[config.mk]
export PLATFORM = sky130hd
export DESIGN_NAME = sequential_bcd_converter
export DESIGN_NICKNAME = d
export VERILOG_FILES = /design/src/rtl/sequential_bcd_converter.sv
export SDC_FILE = /design/constraint.sdc
export NUM_CORES = 1
export LEC_CHECK = 0
export ABC_AREA = 1
export CAP_MARGIN = 40
export CORE_MARGIN = 4
export CORE_UTILIZATION = 45
export CTS_BUF_LIST = sky130_fd_sc_hd__clkbuf_4
export DETAILED_ROUTE_END_ITERATION = 6
export PLACE_DENSITY = 0.68
export SKIP_LAST_GASP = 1
export SLEW_MARGIN = 20
export SYNTH_ARGS = -nofsm -noshare
export SYNTH_HDL_FRONTEND = slang
export SYNTH_SLANG_ARGS = --single-unit
[constraint.sdc]
create_clock -name clk -period 2.1 [get_ports clk]
set_input_delay 0.21 -clock clk [delete_from_list [all_inputs] [get_ports clk]]
set_output_delay 0.21 -clock clk [all_outputs]
set_load 0.05 [all_outputs]
[src/rtl/sequential_bcd_converter.sv]
// Shift-per-clock double-dabble binary-to-BCD converter with a start/done handshake.
// The result registers only change on the done edge, so the display path always sees a coherent value.
//
// state   | meaning
// IDLE    | waiting for start; bcd holds the last result
// CONVERT | one adjust-and-shift per clock, IN_WIDTH clocks in total
module sequential_bcd_converter #(
    parameter int IN_WIDTH = 16,
    parameter int DIGITS   = 5
) (
    input  logic                  clk,
    input  logic                  rst,
    input  logic                  start,
    input  logic [IN_WIDTH-1:0]   binary,
    input  logic                  negative,
    output logic                  busy,
    output logic                  done,
    output logic [4*DIGITS-1:0]   bcd,
    output logic                  bcd_negative
);

    localparam int CW = (IN_WIDTH > 1) ? $clog2(IN_WIDTH) : 1;
    localparam logic [CW-1:0] LAST = CW'(IN_WIDTH - 1);

    typedef enum logic {
        IDLE    = 1'b0,
        CONVERT = 1'b1
    } state_t;

    state_t                state;
    state_t                stateNext;
    logic [IN_WIDTH-1:0]   binSr;
    logic [4*DIGITS-1:0]   scratch;
    logic [4*DIGITS-1:0]   adjusted;
    logic [4*DIGITS-1:0]   shifted;
    logic [CW-1:0]         cnt;
    logic                  negQ;

    // Every digit >= 5 gets +3 before the shift; max 12 fits in 4 bits, so no inter-digit carry.
    always_comb begin
        adjusted = scratch;
        for (int i = 0; i < DIGITS; i++) begin
            if (scratch[4*i +: 4] >= 4'd5)
                adjusted[4*i +: 4] = scratch[4*i +: 4] + 4'd3;
        end
    end

    assign shifted = {adjusted[4*DIGITS-2:0], binSr[IN_WIDTH-1]};

    always_ff @(posedge clk or negedge rst) begin
        if (!rst)
            state <= IDLE;
        else
            state <= stateNext;
    end

    always_comb begin
        stateNext = state;
        case (state)
            IDLE:    if (start) stateNext = CONVERT;
            CONVERT: if (cnt == LAST) stateNext = IDLE;
            default: stateNext = IDLE;
        endcase
    end

    assign busy = (state == CONVERT);

    always_ff @(posedge clk or negedge rst) begin
        if (!rst) begin
            binSr        <= '0;
            scratch      <= '0;
            cnt          <= '0;
            negQ         <= 1'b0;
            done         <= 1'b0;
            bcd          <= '0;
            bcd_negative <= 1'b0;
        end else begin
            done <= 1'b0;
            if (state == IDLE) begin
                if (start) begin
                    binSr   <= binary;
                    scratch <= '0;
                    cnt     <= '0;
                    negQ    <= negative;
                end
            end else begin
                scratch <= shifted;
                binSr   <= {binSr[IN_WIDTH-2:0], 1'b0};
                cnt     <= cnt + 1'b1;
                if (cnt == LAST) begin
                    bcd          <= shifted;
                    bcd_negative <= negQ;
                    done         <= 1'b1;
                end
            end
        end
    end

endmodule

=== Yosys cells after proc, flatten, opt, wreduce, memory -nomap -nowiden ===
Cells that the tools add are included.

* Output and inout port bits: 23
* Input port bits: 20
* Register bits after elaboration: 64

* Multiplexer cells: 16
* Bitwise gates (word level): 1
* Equality and inequality tests: 1
* Add/subtract/negate cells: 6
* Reductions and logical operators: 3
* Order comparisons: 5

{| class="wikitable"
|+ Operators with widths
! cell !! number
|-
| $mux W20 || 2
|-
| $mux W16 || 2
|-
| $mux W4 || 6
|-
| $ge A4 B3 Y1 const B || 5
|-
| $add A4 B2 Y4 const B || 4
|-
| $add A4 B1 Y4 const B || 1
|-
| $eq A4 B4 Y1 const B || 1
|-
| $mux W1 || 4
|-
| $reduce_and A2 Y1 || 2
|-
| $add A3 B2 Y3 const B || 1
|-
| $mux W3 || 1
|-
| $pmux W1 S2 || 1
|-
| $reduce_bool A2 Y1 || 1
|-
| $not A1 Y1 || 1
|}

=== Logic depth before layout (Yosys ltp) ===
* Word-level depth: 3
* Gate-level depth with buffers: 8
* Mapped depth without buffers: 8

=== Worst setup path before layout ===
No wires, ideal clock.

* Kind: flip-flop to flip-flop
* Start: register state, in the netlist busy
* End: register binSr[13]
* Required time: 1.962 ns
* Period minus slack after synthesis: 1.408 ns
* Setup time: 0.138 ns
* Slack: 0.692 ns
* Stages on the path, launching flop included: 7
* Path buffers: 1
* Arrival time: 1.271 ns
* Cell sequence: dfrtp_1 > inv_1 > nand2_1 > inv_2 > buf_2 > nand2_1 > o221ai_1

* Longest elaborated chain between the ends: 1
* Elaborated cells on any way between the ends: 2

{| class="wikitable"
|+ Ends and longest elaborated chain
! item !! RTL line !! text
|-
| start, declared || 30 || <nowiki>state_t state;</nowiki>
|-
| start signal, assigned || 54 || <nowiki>state <= stateNext;</nowiki>
|-
| $mux W16 or $reduce_bool A2 Y1 (tied branches) || -- ||
|-
| end signal, assigned || 81 || <nowiki>binSr <= binary;</nowiki>
|-
| end signal, assigned || 88 || <nowiki>binSr <= {binSr[IN_WIDTH-2:0], 1'b0};</nowiki>
|-
| end, declared || 32 || <nowiki>logic [IN_WIDTH-1:0] binSr;</nowiki>
|}

Parallel ways exist; a longest one is shown, timed or not.
A chain may end at the register's enable or synchronous reset.

=== Worst setup path in the final report ===
* Start: register bcd[0]
* End: output port bcd[0]

{| class="wikitable"
|+ RTL lines
! item !! RTL line !! text
|-
| start, declared || 18 || <nowiki>output logic [4*DIGITS-1:0] bcd,</nowiki>
|-
| start signal, assigned || 91 || <nowiki>bcd <= shifted;</nowiki>
|}

No word-level cell between the ends.

==> impl_results.md <==
* Dominant cells by area after synthesis: dfrtp_1 (54%), nand2_1 (15%), nand3_1 (6.4%), ha_1 (4.6%), inv_1 (4.5%)
* Power per Cell Area at 1680 nW/um^2
* GP Congestion at 0.863
* Area leader, netlist: dfrtp_1
* Worst Hold Class: input pin to flop
* Actual slew at the worst max-slew pin at 0.638 ns
* R2R Setup Slk at 0.62 ns
* Syn nets at 379
* Final setup vio count at 0
* First-pass GRT wire length at 10.8 mm
* FF-to-FF path depth at 6
* Max_cap viols at 0
* FF-to-FF End: binSr[4]
* Clock buffer depth at 2
* Crit path DAT at 1.57 ns
* Flops & latches, synth at 64
* Total gr overflow at 0
* CP Class: flop to output pin
* Largest net degree at the start of global routing at 39
* Wirelength per Cell at 12.7 um
* DRT Pass-1 Iters at 4
* Critical path, cell by cell: clkdlybuf4s50_1
* Initial antenna violation count at 0
* Hold path endpoint: negQ
* Post-synth EDFFs at 0
* Hold path depth at 3
* Initial DRC Count at 93
* Reg-to-Reg Start: busy
* Critical path's top delay family: buffers and inverters
* Crit start category: flop
* Fin crit period at 1.78 ns
* Drt drc at 0
* Layout cells sized above 1 at 7.21%
* Core area at 6390 um^2
* Status: finished, final reports clean
* Ant diodes at 0
* Fin. Hold Viols at 0
* Worst-case clock skew at 0.0117 ns
* Total power at 6120 uW
* RSZ-0062 raised after global routing: no
* Filler instances at 598
* Crit-path max cell delay at 0.80 ns
* Max IR drop VDD at 0.894 mV
* Yosys warning count at 0
* Total GRT Usage at 17.6%
* Leakage at 0.00179 uW
* Fin nets at 428
* Post-synthesis instance total at 348
* Synth top area share at 53.6%
* Hold Startpoint: negative
* Via count at 2486
* Crit-path max FO at 2
* Max-slew violation count at 0
* # IOs at 43
* Die ar. at 8010 um^2
* Die X at 89.5 um
* Clk_lat worst skew at 0.40 ns
* Clock transition at path regs at 0.10 ns
* Die height at 89.5 um
* Maximum clock rate at 0.562 GHz
* Fraction of registers with async set/reset at 100%
* P&R area growth vs syn at 21.8%
* Synth cell types at 19
* H-tree Lvls at 3
* Rows at 29
* Final ANT Viol Nets at 0
* CTS root buf: clkbuf_4
* Final core utilization at 57.0%
* Setup bufs post-CTS at 0
* TritonCTS clock tree: built
* Vias in the first global route at 2472
* PortBufs at 42
* Worst Setup End Kind: output pin
* Synthesized area at 2990 um^2
* Crit share post-route at 84.8%
* Crit-path slowest cell: clkdlybuf4s50_1
* Slew headroom at 57.5%
* Sink Count at 64
* Starting Density at 46.8%
* Total wire length at 6.09 mm
* Post-Syn Area per Cell at 8.59 um^2
* DP Wirelength at 4.25 mm
* Primary FF master, synth: dfrtp_1
* DR vias/cell at 5.19
* Post_cts resized at 0
* Setup TNS at 0 ns
* Num CTS Buffers at 9
* WP data required at 1.89 ns
* Sequential-to-total area share from yosys stat at 53.6%
* Worst Path Buf+Inv at 1
==> cell type report <==
type	count	area, um^2	area share (%)
clock buffers	12	90.1	2.48
repair buffers	49	480	13.2
well taps	77	96.3	2.65
flip-flops and latches	64	1600	44.0
clock inverters	4	45.0	1.24
multi-input cells	233	1170	32.3
inverters	40	151	4.16
==> flip-flops by register name, summed over array words and instances (netlist names) <==
signal	cells
negQ	1
done	1
bcd	20
binSr	16
cnt	4
busy	1
bcd_negative	1
scratch	20
==> through the flow <==
step,hold slack (ns),instance area [um^2],worst slack (ns),instances
2_1_floorplan,-0.0856,2990,0.692,348
3_3_place_gp,0.271,3490,0.626,462
3_5_place_dp,0.278,3490,0.627,462
4_1_cts,0.328,3640,0.298,479
5_1_grt,0.343,3640,0.255,479
6_report,0.338,3640,0.319,479
==> metal layers <==
metal	wire [um]	GRT usage (%)	up-vias
met3	339	4.61	13
li1	-	-	1261
met2	2810	28.5	64
met5	0	0	-
met1	2830	22.4	1148
met4	116	7.04	0
==> timing repair <==
item                                   in CTS  in global routing
hold buffers                                1                  0
endpoints found under the hold margin      26                  0
setup endpoints to repair                   0                  0
==> layout by cell type, fill, tap and decap left out, types with 7 or more instances in the layout <==
cell             netlist  final
o221ai_1              11     11
inv_1                 36     36
ha_1                  11     11
clkdlybuf4s50_1        0     40
nand2_1              123    123
nand4_1               11     11
o21ai_0               16     16
nand3_1               38     38
nor2_1                 7      7
dfrtp_1               64     64
clkbuf_4               0     12
==> cell families (layout without fill, tap and decap cells) <==
logic type,Yosys count,after routing,share of synthesized area [%]
and+or+nand+nor,180,180,25.6
DFF,64,64,53.6
buffers and inverters,51,105,7.12
AOI/OAI and AO/OA,42,42,9.13
adders and majority gates,11,11,4.60
==> worst max-delay path by stage <==
stage / start / endpoint / slack [ns] / cells after the start
2_1_floorplan: busy / binSr[13] / 0.69 / 6
3_3_place_gp: start / binSr[15] / 0.63 / 5
3_5_place_dp: start / cnt[1] / 0.63 / 6
4_1_cts: bcd[0] / bcd[0] / 0.30 / 1
5_1_grt: bcd[18] / bcd[18] / 0.26 / 1
6_report: bcd[0] / bcd[0] / 0.32 / 1
==> cells in the mapped netlist, types with 3 or more instances <==
master	instances
ha_1	11
o22ai_1	6
o21ai_0	16
dfrtp_1	64
a21oi_1	3
buf_2	10
nor2_1	7
nand4_1	11
nand3_1	38
inv_2	3
inv_1	36
nand2_1	123
o221ai_1	11
o211ai_1	4
==> power by group <==
group          switching (uW)  internal (uW)  leakage [uW]  total (uW)
Sequential                358           1790      0.000802        2150
Clock                     421            398     0.0000811         820
Combinational            2070           1080      0.000910        3150
Total                    2850           3270       0.00179        6120
Note: power is estimated with default switching activity, not from simulation.
